==> src/rtl/clk_step_pkg.sv <==
// -----------------------------------------------------------------------------
// clk_step_pkg
//
// Shared definitions for the clock/reset conditioning stage (clk_step_ctrl)
// and its input debouncer (btn_debounce).
//
// Contents:
//   state_t            - controller state encoding
//   *_DEFAULT          - default values for DIV, DEB_CYCLES and RST_EDGES
//   IDX_*              - bit positions of the three conditioned inputs
//   cnt_width()        - width of a counter that must hold 0..n-1 (min 1 bit)
// -----------------------------------------------------------------------------
package clk_step_pkg;

    typedef enum logic [2:0] {
        S_RST   = 3'd0,
        S_RUN   = 3'd1,
        S_IDLE  = 3'd2,
        S_PULSE = 3'd3,
        S_HALT  = 3'd4
    } state_t;

    localparam int DIV_DEFAULT        = 4;
    localparam int DEB_CYCLES_DEFAULT = 8;
    localparam int RST_EDGES_DEFAULT  = 2;

    // Positions of the conditioned inputs in the debouncer vectors.
    localparam int IDX_MODE = 0;
    localparam int IDX_STEP = 1;
    localparam int IDX_RST  = 2;

    // Bits needed to count 0..n-1; never less than one bit.
    function automatic int cnt_width(input int n);
        return (n > 1) ? $clog2(n) : 1;
    endfunction

endpackage

==> src/rtl/btn_debounce.sv <==
// -----------------------------------------------------------------------------
// btn_debounce
//
// Conditions one raw front-panel input: two-flop synchroniser followed by a
// stability counter. The accepted level only changes after DEB_CYCLES
// consecutive synchronised samples that differ from the current level.
// A one-cycle pulse marks each accepted 0->1 transition.
//
// Parameters:
//   DEB_CYCLES  consecutive stable samples needed to accept a level (>=1)
//
// Ports:
//   clk    in   clock, rising edge
//   srst   in   synchronous active-high reset (clears everything to 0)
//   raw    in   asynchronous raw input
//   level  out  debounced level
//   rise   out  1-cycle pulse, registered together with the level change
// -----------------------------------------------------------------------------
module btn_debounce
    import clk_step_pkg::*;
#(
    parameter int DEB_CYCLES = DEB_CYCLES_DEFAULT
) (
    input  logic clk,
    input  logic srst,
    input  logic raw,
    output logic level,
    output logic rise
);

    localparam int                 CNT_W    = cnt_width(DEB_CYCLES);
    localparam logic [CNT_W-1:0]   CNT_LAST = CNT_W'(DEB_CYCLES - 1);

    logic             sync1_reg;
    logic             sync2_reg;
    logic [CNT_W-1:0] cnt_reg;
    logic [CNT_W-1:0] cnt_next;
    logic             level_reg;
    logic             level_next;
    logic             rise_reg;
    logic             rise_next;

    // The counter tracks how many samples in a row have disagreed with the
    // accepted level; any agreeing sample restarts the run.
    always_comb begin
        cnt_next   = '0;
        level_next = level_reg;
        if (sync2_reg != level_reg) begin
            if (cnt_reg == CNT_LAST) begin
                level_next = sync2_reg;
            end else begin
                cnt_next = cnt_reg + CNT_W'(1);
            end
        end
        rise_next = level_next & ~level_reg;
    end

    always_ff @(posedge clk) begin
        if (srst) begin
            sync1_reg <= 1'b0;
            sync2_reg <= 1'b0;
            cnt_reg   <= '0;
            level_reg <= 1'b0;
            rise_reg  <= 1'b0;
        end else begin
            sync1_reg <= raw;
            sync2_reg <= sync1_reg;
            cnt_reg   <= cnt_next;
            level_reg <= level_next;
            rise_reg  <= rise_next;
        end
    end

    assign level = level_reg;
    assign rise  = rise_reg;

endmodule

==> src/rtl/clk_step_ctrl.sv <==
// -----------------------------------------------------------------------------
// clk_step_ctrl
//
// Clock-and-reset conditioning stage in front of the control unit. Produces a
// divided, gateable CPU clock (CLOCK_AUTO), a latched halt flag (HLT_IN) and a
// stretched system reset (BTN_RESET) from the board clock and raw panel inputs.
//
// Build option:
//   CLKCTRL_STEP_EN  defined   -> run/single-step switch and step button active
//                    undefined -> run mode only; SW_MODE and BTN_STEP_RAW unused
//
// Parameters:
//   DIV         board cycles per CLOCK_AUTO half-period (>=1)
//   DEB_CYCLES  stable samples to accept a panel input level (>=1)
//   RST_EDGES   minimum CLOCK_AUTO falling edges while BTN_RESET is high (>=1)
//
// Ports:
//   CLOCK          in   board clock, rising edge
//   RESET          in   synchronous active-high power-on reset
//   SW_MODE        in   raw switch, 0 = run, 1 = single-step
//   BTN_STEP_RAW   in   raw step button, active-high
//   BTN_RESET_RAW  in   raw reset button, active-high
//   HLT            in   microcode halt bit from the control unit
//   CLOCK_AUTO     out  CPU clock, registered
//   HLT_IN         out  halted flag, registered
//   BTN_RESET      out  system reset, registered
// -----------------------------------------------------------------------------
module clk_step_ctrl
    import clk_step_pkg::*;
#(
    parameter int DIV        = DIV_DEFAULT,
    parameter int DEB_CYCLES = DEB_CYCLES_DEFAULT,
    parameter int RST_EDGES  = RST_EDGES_DEFAULT
) (
    input  logic CLOCK,
    input  logic RESET,
    input  logic SW_MODE,
    input  logic BTN_STEP_RAW,
    input  logic BTN_RESET_RAW,
    input  logic HLT,
    output logic CLOCK_AUTO,
    output logic HLT_IN,
    output logic BTN_RESET
);

    localparam int                  DIV_W       = cnt_width(DIV);
    localparam logic [DIV_W-1:0]    DIV_LAST    = DIV_W'(DIV - 1);
    localparam int                  FALL_W      = cnt_width(RST_EDGES + 1);
    localparam logic [FALL_W-1:0]   FALL_TARGET = FALL_W'(RST_EDGES);

    // ------------------------------------------------------------------
    // Input conditioning: one debouncer per panel input
    // ------------------------------------------------------------------
    logic [2:0] raw_vec;
    logic [2:0] level_vec;
    logic [2:0] rise_vec;

    assign raw_vec[IDX_MODE] = SW_MODE;
    assign raw_vec[IDX_STEP] = BTN_STEP_RAW;
    assign raw_vec[IDX_RST]  = BTN_RESET_RAW;

    genvar gi;
    generate
        for (gi = 0; gi < 3; gi++) begin : g_deb
            btn_debounce #(
                .DEB_CYCLES (DEB_CYCLES)
            ) u_deb (
                .clk   (CLOCK),
                .srst  (RESET),
                .raw   (raw_vec[gi]),
                .level (level_vec[gi]),
                .rise  (rise_vec[gi])
            );
        end
    endgenerate

    logic mode_level;
    logic step_rise;
    logic rst_level;
    logic rst_rise;

    assign mode_level = level_vec[IDX_MODE];
    assign step_rise  = rise_vec[IDX_STEP];
    assign rst_level  = level_vec[IDX_RST];
    assign rst_rise   = rise_vec[IDX_RST];

    // Conditioned signals with no consumer in this build.
    logic unused_deb;
`ifdef CLKCTRL_STEP_EN
    assign unused_deb = ^{rise_vec[IDX_MODE], level_vec[IDX_STEP]};
`else
    assign unused_deb = ^{rise_vec[IDX_MODE], level_vec[IDX_STEP], mode_level, step_rise};
`endif

    // ------------------------------------------------------------------
    // Controller state
    // ------------------------------------------------------------------
    state_t              state_reg;
    state_t              state_next;
    logic [DIV_W-1:0]    div_reg;
    logic [DIV_W-1:0]    div_next;
    logic [FALL_W-1:0]   fall_cnt_reg;
    logic [FALL_W-1:0]   fall_cnt_next;
    logic                clk_auto_reg;
    logic                clk_auto_next;
    logic                hlt_in_reg;
    logic                hlt_in_next;
    logic                btn_reset_reg;
    logic                btn_reset_next;
    logic                tick;
    logic                rst_done;

    assign tick     = (div_reg == DIV_LAST);
    assign rst_done = (fall_cnt_reg >= FALL_TARGET) && !rst_level;

    always_comb begin
        state_next    = state_reg;
        clk_auto_next = clk_auto_reg;
        fall_cnt_next = fall_cnt_reg;

        case (state_reg)
            S_RST: begin
                // Leaving is checked before toggling so that BTN_RESET never
                // drops on the same edge as a CLOCK_AUTO transition.
                if (rst_done) begin
`ifdef CLKCTRL_STEP_EN
                    state_next = mode_level ? S_IDLE : S_RUN;
`else
                    state_next = S_RUN;
`endif
                end else if (tick) begin
                    clk_auto_next = ~clk_auto_reg;
                    if (clk_auto_reg && (fall_cnt_reg != FALL_TARGET)) begin
                        fall_cnt_next = fall_cnt_reg + FALL_W'(1);
                    end
                end
            end

            S_RUN: begin
                if (tick) begin
                    if (clk_auto_reg) begin
                        // A high phase always completes, whatever the switch
                        // did meanwhile; decisions happen only before a rise.
                        clk_auto_next = 1'b0;
                    end else if (HLT) begin
                        state_next = S_HALT;
`ifdef CLKCTRL_STEP_EN
                    end else if (mode_level) begin
                        state_next = S_IDLE;
`endif
                    end else begin
                        clk_auto_next = 1'b1;
                    end
                end
            end

`ifdef CLKCTRL_STEP_EN
            S_IDLE: begin
                if (clk_auto_reg) begin
                    // Only reachable straight out of S_RST after a long reset
                    // hold; finish that high phase before accepting steps.
                    if (tick) begin
                        clk_auto_next = 1'b0;
                    end
                end else if (step_rise) begin
                    if (HLT) begin
                        state_next = S_HALT;
                    end else begin
                        state_next    = S_PULSE;
                        clk_auto_next = 1'b1;
                    end
                end else if (!mode_level) begin
                    state_next = S_RUN;
                end
            end

            S_PULSE: begin
                if (tick) begin
                    clk_auto_next = 1'b0;
                    state_next    = S_IDLE;
                end
            end
`endif

            S_HALT: begin
                clk_auto_next = 1'b0;
            end

            default: begin
                state_next = S_RST;
            end
        endcase

        // A reset press wins from any state, including S_RST itself, and
        // restarts the edge count. The clock level is preserved so the
        // current phase finishes at the next tick instead of being cut short.
        if (rst_rise) begin
            state_next    = S_RST;
            clk_auto_next = clk_auto_reg;
            fall_cnt_next = '0;
        end

        // Divider restarts on every state entry so each state sees full
        // half-periods from its first cycle.
        if ((state_next != state_reg) || rst_rise || tick) begin
            div_next = '0;
        end else begin
            div_next = div_reg + DIV_W'(1);
        end

        hlt_in_next    = (state_next == S_HALT);
        btn_reset_next = (state_next == S_RST);
    end

    always_ff @(posedge CLOCK) begin
        if (RESET) begin
            state_reg     <= S_RST;
            div_reg       <= '0;
            fall_cnt_reg  <= '0;
            clk_auto_reg  <= 1'b0;
            hlt_in_reg    <= 1'b0;
            btn_reset_reg <= 1'b1;
        end else begin
            state_reg     <= state_next;
            div_reg       <= div_next;
            fall_cnt_reg  <= fall_cnt_next;
            clk_auto_reg  <= clk_auto_next;
            hlt_in_reg    <= hlt_in_next;
            btn_reset_reg <= btn_reset_next;
        end
    end

    assign CLOCK_AUTO = clk_auto_reg;
    assign HLT_IN     = hlt_in_reg;
    assign BTN_RESET  = btn_reset_reg;

endmodule

==> config.mk <==
export PLATFORM = sky130hd
export DESIGN_NAME = clk_step_ctrl
export DESIGN_NICKNAME = d
export VERILOG_FILES = /design/src/rtl/clk_step_pkg.sv /design/src/rtl/btn_debounce.sv /design/src/rtl/clk_step_ctrl.sv
export SDC_FILE = /design/constraint.sdc
export NUM_CORES = 1
export LEC_CHECK = 0
export BUFFER_PORTS_ARGS = -buffer_cell sky130_fd_sc_hd__buf_2
export CAP_MARGIN = 40
export CORE_MARGIN = 8
export CORE_UTILIZATION = 55
export CTS_BUF_LIST = sky130_fd_sc_hd__clkbuf_16
export DETAILED_ROUTE_END_ITERATION = 12
export GPL_TIMING_DRIVEN = 0
export PLACE_DENSITY_LB_ADDON = 0.3
export SLEW_MARGIN = 30
export SYNTH_ARGS = -nofsm -noshare
export SYNTH_HDL_FRONTEND = slang
export SYNTH_SLANG_ARGS = --single-unit
==> constraint.sdc <==
create_clock -name CLOCK -period 3.8 [get_ports CLOCK]
set_input_delay 0.76 -clock CLOCK [delete_from_list [all_inputs] [get_ports CLOCK]]
set_output_delay 0.76 -clock CLOCK [all_outputs]
set_load 0.02 [all_outputs]
# [Word level (Yosys, flattened, before mapping)]
# Index checks and enable logic that the tools add are counted.
[totals] output_inout_bits=3 wordCells=59 in_bits=6 regBits=17
[classes] n_reduce_logical=13 n_mux=14 n_lt_le_gt_ge=1 add_sub_neg=3 eq_ne=11 bitwise_logic=6
[op_table] op="$mux 3" n=5
[op_table] op="$eq 3x3->1 const B" n=3
[op_table] op="$pmux 3 s3" n=1
[op_table] op="$ne 2x2->1 const B" n=4
[op_table] op="$mux 1" n=7
[op_table] op="$logic_not 3->1" n=2
[op_table] op="$not 1->1" n=5
[op_table] op="$reduce_and 5->1" n=1
[op_table] op="$add 2x1->2 const B" n=2
[op_table] op="$reduce_and 4->1" n=1
[op_table] op="$reduce_or 2->1" n=2
[op_table] op="$add 3x1->3 const B" n=1
[op_table] op="$eq 3x1->1 const B" n=1
[op_table] op="$ne 3x3->1" n=1
[op_table] op="$pmux 1 s3" n=1
[op_table] op="$reduce_bool 3->1" n=1
[op_table] op="$reduce_or 3->1" n=1
[op_table] op="$eq 2x2->1 const B" n=1
[op_table] op="$ge 2x2->1 const B" n=1
[op_table] op="$logic_and 1x1->1" n=2
[op_table] op="$logic_or 1x1->1" n=2
[op_table] op="$and 1x1->1" n=1
[op_table] op="$logic_not 1->1" n=1
[op_table] op="$ne 1x1->1" n=1

# [Depth between registers and ports, before layout]
[depth] word_depth=9 mapped_depth=5 mapped_depth_nobuf=5

# [By module]
# From an unflattened synthesis, not the netlist that was laid out.
[unflattened] cells_unflattened=73 hier_area_um2=726.9
[by_module_without_submodules] module="clk_step_ctrl" cells_each=55 area_per_inst_um2=490.5 instances=1 seq_area_each_um2=200.2
[by_module_without_submodules] module="btn_debounce" cells_each=18 area_per_inst_um2=236.5 instances=1 seq_area_each_um2=140.1

# [Worst setup path after synthesis]
# No wires, ideal clock.
[synth_path] path_kind="input -> register" from="input port RESET" to="register clk_auto_reg (netlist: CLOCK_AUTO)" setup_slack_ns=2.211 t_required_ns=3.739 stages=4 setup_time_ns=0.061 path_buffers=1 arrival_ns=1.528 cell_sequence="buf_2 > nor3_1 > nor4bb_1 > a32o_1"
[synth_rtl] item="start: declaration" line="clk_step_ctrl.sv:36" text="input logic RESET,"
[synth_rtl] item="end signal: assignment" line="clk_step_ctrl.sv:227" text="clk_auto_reg <= clk_auto_next;"
[synth_rtl] item="end: declaration" line="clk_step_ctrl.sv:104" text="logic clk_auto_reg;"

# [Worst setup path in the final report]
[layout_path] from="register clk_auto_reg (netlist: CLOCK_AUTO)" to="output port CLOCK_AUTO"
[layout_rtl] item="end: declaration" line="clk_step_ctrl.sv:41" text="output logic CLOCK_AUTO,"
# No word-level cell between the ends.

==> impl_metrics.tcl <==
set metrics [dict create \
    setup.worst_path.start_class "register" \
    endpoint_kind_of_the_worst_setup_timing_path "output pin" \
    clkTransAtPathRegs_ns 0.05 \
    netlist.area_leader.share 0.4474 \
    cell_chosen_for_the_clock_root "sky130_fd_sc_hd__clkbuf_16" \
    cts_repair_resize_count 0 \
    outcome "finished clean" \
    clock_power_share 0.515 \
    detailroute.via_count 580 \
    n_antenna_cell 0 \
    path_buf_inv 1 \
    first_pass_iters 4 \
    share_seq_of_total_power 0.451 \
    timing.critical_path.depth 1 \
    hold-path-cell-count 1 \
    register_area_share_after_synthesis 0.4474 \
    synth.avg_cell_area_sq_um 10.01 \
    site_rows 13 \
    crit_path_slowest_cell "sky130_fd_sc_hd__dfxtp_1" \
    netlist_top_cells_area "sky130_fd_sc_hd__dfxtp_1 (45%), sky130_fd_sc_hd__ha_1 (6.6%), sky130_fd_sc_hd__nor2_1 (3.5%)" \
    finalSetupViolCount 0 \
    achievable-frequency_mhz 614.1 \
    die_x_microns 53.19 \
    globalRouteOverflowTotal 0 \
    clock_insertion_delay_worst_skew_ns 0.25 \
    routed_wirelength_microns 1299 \
    synth_largest_area_cell "sky130_fd_sc_hd__dfxtp_1" \
    dpl.hpwl_microns 925.1 \
    globalplace.congestion 0.8103 \
    synth.net_count 86 \
    timing.critical_path.cells "buf_2" \
    wl_per_cell_microns 12.99 \
    die_height_microns 53.19 \
    total_switching_power_uw 77.49 \
    netlist-cell-type-count 33 \
    static-leakage-power_nw 0.3792 \
    final.hold.worst_slack_ns 0.4287 \
    grt_pass1_wl_microns 2283 \
    drt_first_iter_violations 8 \
    cp_slowest_stage_delay_ns 0.42 \
    cell_type_group_with_the_largest_total_delay_on_the_critical_path "flip-flops" \
    coreArea_sq_mm 0.001301 \
    setup_tns_final_ns 0 \
    post-layout-total-power_uw 406.0 \
    fillcell_total 119 \
    rsz0062_at_grt "no" \
    synthesis.yosys.warnings 0 \
    min_period_ns 1.628 \
    vdd.ir_drop.worst_mv 0.5379 \
    p_per_area_mw_per_mm2 459.0 \
    buffer_ports.inserted 5 \
    boundaryPins 9 \
    cts_setup_buffers 0 \
    layout-drive-gt1-share 0.1765 \
    timing_hold_violations_final 0 \
    layout.nets 96 \
    power_switching_share 0.1909 \
    synthToLayoutAreaGrowth_pct 16.28 \
    htree_levels 1 \
    crit_path_max_fanout 7 \
    layout.area.seq_sq_um 340.3 \
    max_clock_buf_depth 2 \
    crit_type "register to output pin" \
    synth-seq-cells 17 \
    drt.antenna.violating_nets 0 \
    die_area_sq_mm 0.002829 \
    power_frac_comb 0.034 \
    timing.reg2reg.worst_path_depth 5 \
    remaining_design_rule_violation_count 0 \
    grt_start_max_net_pins 11 \
    synthesis.instances 76 \
    antenna_violations_before_repair 0 \
    cell_internal_pwr_uw 328.5 \
    timing.slew.headroom 0.6702 \
    worstPathArrival_ns 0.87 \
    mappedNetlistArea_sq_um 760.7 \
    cts_inserted_buffers 3 \
    fin_worst_skew_ns 0.001215 \
    floorplan.initialDensity 0.5846 \
    gr-usage-all-layers 0.1085 \
    cts-hold-fix-buffers 0 \
    grt_pass1_vias 558 \
    numClockSinks 17 \
    fin_crit_sh 0.4285 \
    min_path_type "register to register" \
    worst-slew-pin-transition_ns 0.4910 \
    routed_via_density 5.800 \
    slew_viol_final 0 \
    data_required_time_at_the_worst_endpoint_ns 3.04 \
    multi_input_area_sq_um 381.6 \
    cap_viol_max_count 0 \
    cts_tree "yes" \
]
cell type report:
type                       instances  share of cell area
inverter                           3             0.01273
clock inverter                     1            0.005658
timing repair buffer               5             0.02829
multi-input combinational         53              0.4314
clock buffer                       3             0.08487
sequential                        17              0.3847
tap                               15             0.02122
buffer                             3             0.03112
per-layer routing:
metal | global-route usage | vias to the layer above | wire [microns]
met4 | 0.05042 | 0 | 25
met3 | 0.05042 | 4 | 47
met5 | 0 | - | 0
li1 | - | 288 | -
met2 | 0.1738 | 13 | 594
met1 | 0.1186 | 275 | 631
power by group through the flow:
stage / Sequential [mW] / Clock [mW] / Combinational [mW]
floorplan: 0.186 / 0 / 0.0106
global placement: 0.186 / 0 / 0.0135
detailed placement: 0.187 / 0 / 0.0141
CTS: 0.183 / 0.213 / 0.0140
global route: 0.183 / 0.221 / 0.0158
finish: 0.183 / 0.209 / 0.0140
cells in the mapped netlist:
cell type	instances
sky130_fd_sc_hd__a2111o_1	1
sky130_fd_sc_hd__a211o_1	2
sky130_fd_sc_hd__a21boi_0	1
sky130_fd_sc_hd__a21oi_1	1
sky130_fd_sc_hd__a31oi_1	1
sky130_fd_sc_hd__a32o_1	1
sky130_fd_sc_hd__and2_1	2
sky130_fd_sc_hd__and2b_2	1
sky130_fd_sc_hd__and3_1	1
sky130_fd_sc_hd__and3b_1	1
sky130_fd_sc_hd__buf_2	1
sky130_fd_sc_hd__buf_6	2
sky130_fd_sc_hd__conb_1	1
sky130_fd_sc_hd__dfxtp_1	17
sky130_fd_sc_hd__ha_1	4
sky130_fd_sc_hd__inv_1	3
sky130_fd_sc_hd__mux2i_1	2
sky130_fd_sc_hd__nand2_1	4
sky130_fd_sc_hd__nand3b_1	2
sky130_fd_sc_hd__nand4b_1	1
sky130_fd_sc_hd__nor2_1	7
sky130_fd_sc_hd__nor2b_1	2
sky130_fd_sc_hd__nor3_1	5
sky130_fd_sc_hd__nor4_1	2
sky130_fd_sc_hd__nor4b_1	1
sky130_fd_sc_hd__nor4b_2	1
sky130_fd_sc_hd__nor4bb_1	1
sky130_fd_sc_hd__o2111a_1	1
sky130_fd_sc_hd__o21a_1	3
sky130_fd_sc_hd__o21ai_0	1
sky130_fd_sc_hd__o21ba_2	1
sky130_fd_sc_hd__or2b_1	1
sky130_fd_sc_hd__xnor2_1	1
through the flow:
stage | worst slack (ns) | instances | util | cell area, sq um
after floorplan | 2.211 | 76 | - | 760.7
after global placement | 2.053 | 96 | 0.6183 | 804.5
after detailed placement | 2.033 | 96 | 0.6183 | 804.5
after CTS | 2.177 | 100 | 0.6798 | 884.6
after global routing | 2.143 | 100 | 0.6798 | 884.6
final | 2.172 | 100 | 0.6798 | 884.6
cell families (layout without fill, tap and decap cells):
kind of cell / Yosys count / count (layout) / share of synthesized area
compound gates: 13 / 13 / 0.1398
xor+xnor: 1 / 1 / 0.01152
fa+ha+maj: 4 / 4 / 0.06579
buf+inv: 6 / 15 / 0.05098
flops: 17 / 17 / 0.4474
mux: 2 / 2 / 0.02632
other cells: 1 / 1 / 0.004929
simple gates: 32 / 32 / 0.2533
worst paths after layout:
kind | startpoint | end | slack [ns]
max | CLOCK_AUTO | CLOCK_AUTO | 2.17
min | div_reg[0] | div_reg[0] | 0.43
max reg2reg | fall_cnt_reg[0] | CLOCK_AUTO | 2.32
min reg2reg | div_reg[0] | div_reg[0] | 0.43
worst reg2reg max path: stages (launching register included):
cell                      delay, ns
sky130_fd_sc_hd__dfxtp_1       0.33
sky130_fd_sc_hd__inv_1         0.06
sky130_fd_sc_hd__ha_1          0.23
sky130_fd_sc_hd__o21ba_2       0.24
sky130_fd_sc_hd__a211o_1       0.26
sky130_fd_sc_hd__a32o_1        0.25
cell usage in the layout (no fill, tap or decap), types with 2 or more instances in the layout:
master and instances:
sky130_fd_sc_hd__dfxtp_1 17, sky130_fd_sc_hd__nor2_1 7, sky130_fd_sc_hd__buf_2 6, sky130_fd_sc_hd__nor3_1 5, sky130_fd_sc_hd__nand2_1 4, sky130_fd_sc_hd__ha_1 4, sky130_fd_sc_hd__inv_1 3, sky130_fd_sc_hd__o21a_1 3
sky130_fd_sc_hd__clkbuf_16 3, sky130_fd_sc_hd__nor2b_1 2, sky130_fd_sc_hd__buf_6 2, sky130_fd_sc_hd__nand3b_1 2, sky130_fd_sc_hd__nor4_1 2, sky130_fd_sc_hd__mux2i_1 2, sky130_fd_sc_hd__and2_1 2, sky130_fd_sc_hd__a211o_1 2
No activity file was read; power rests on OpenSTA's default activity.
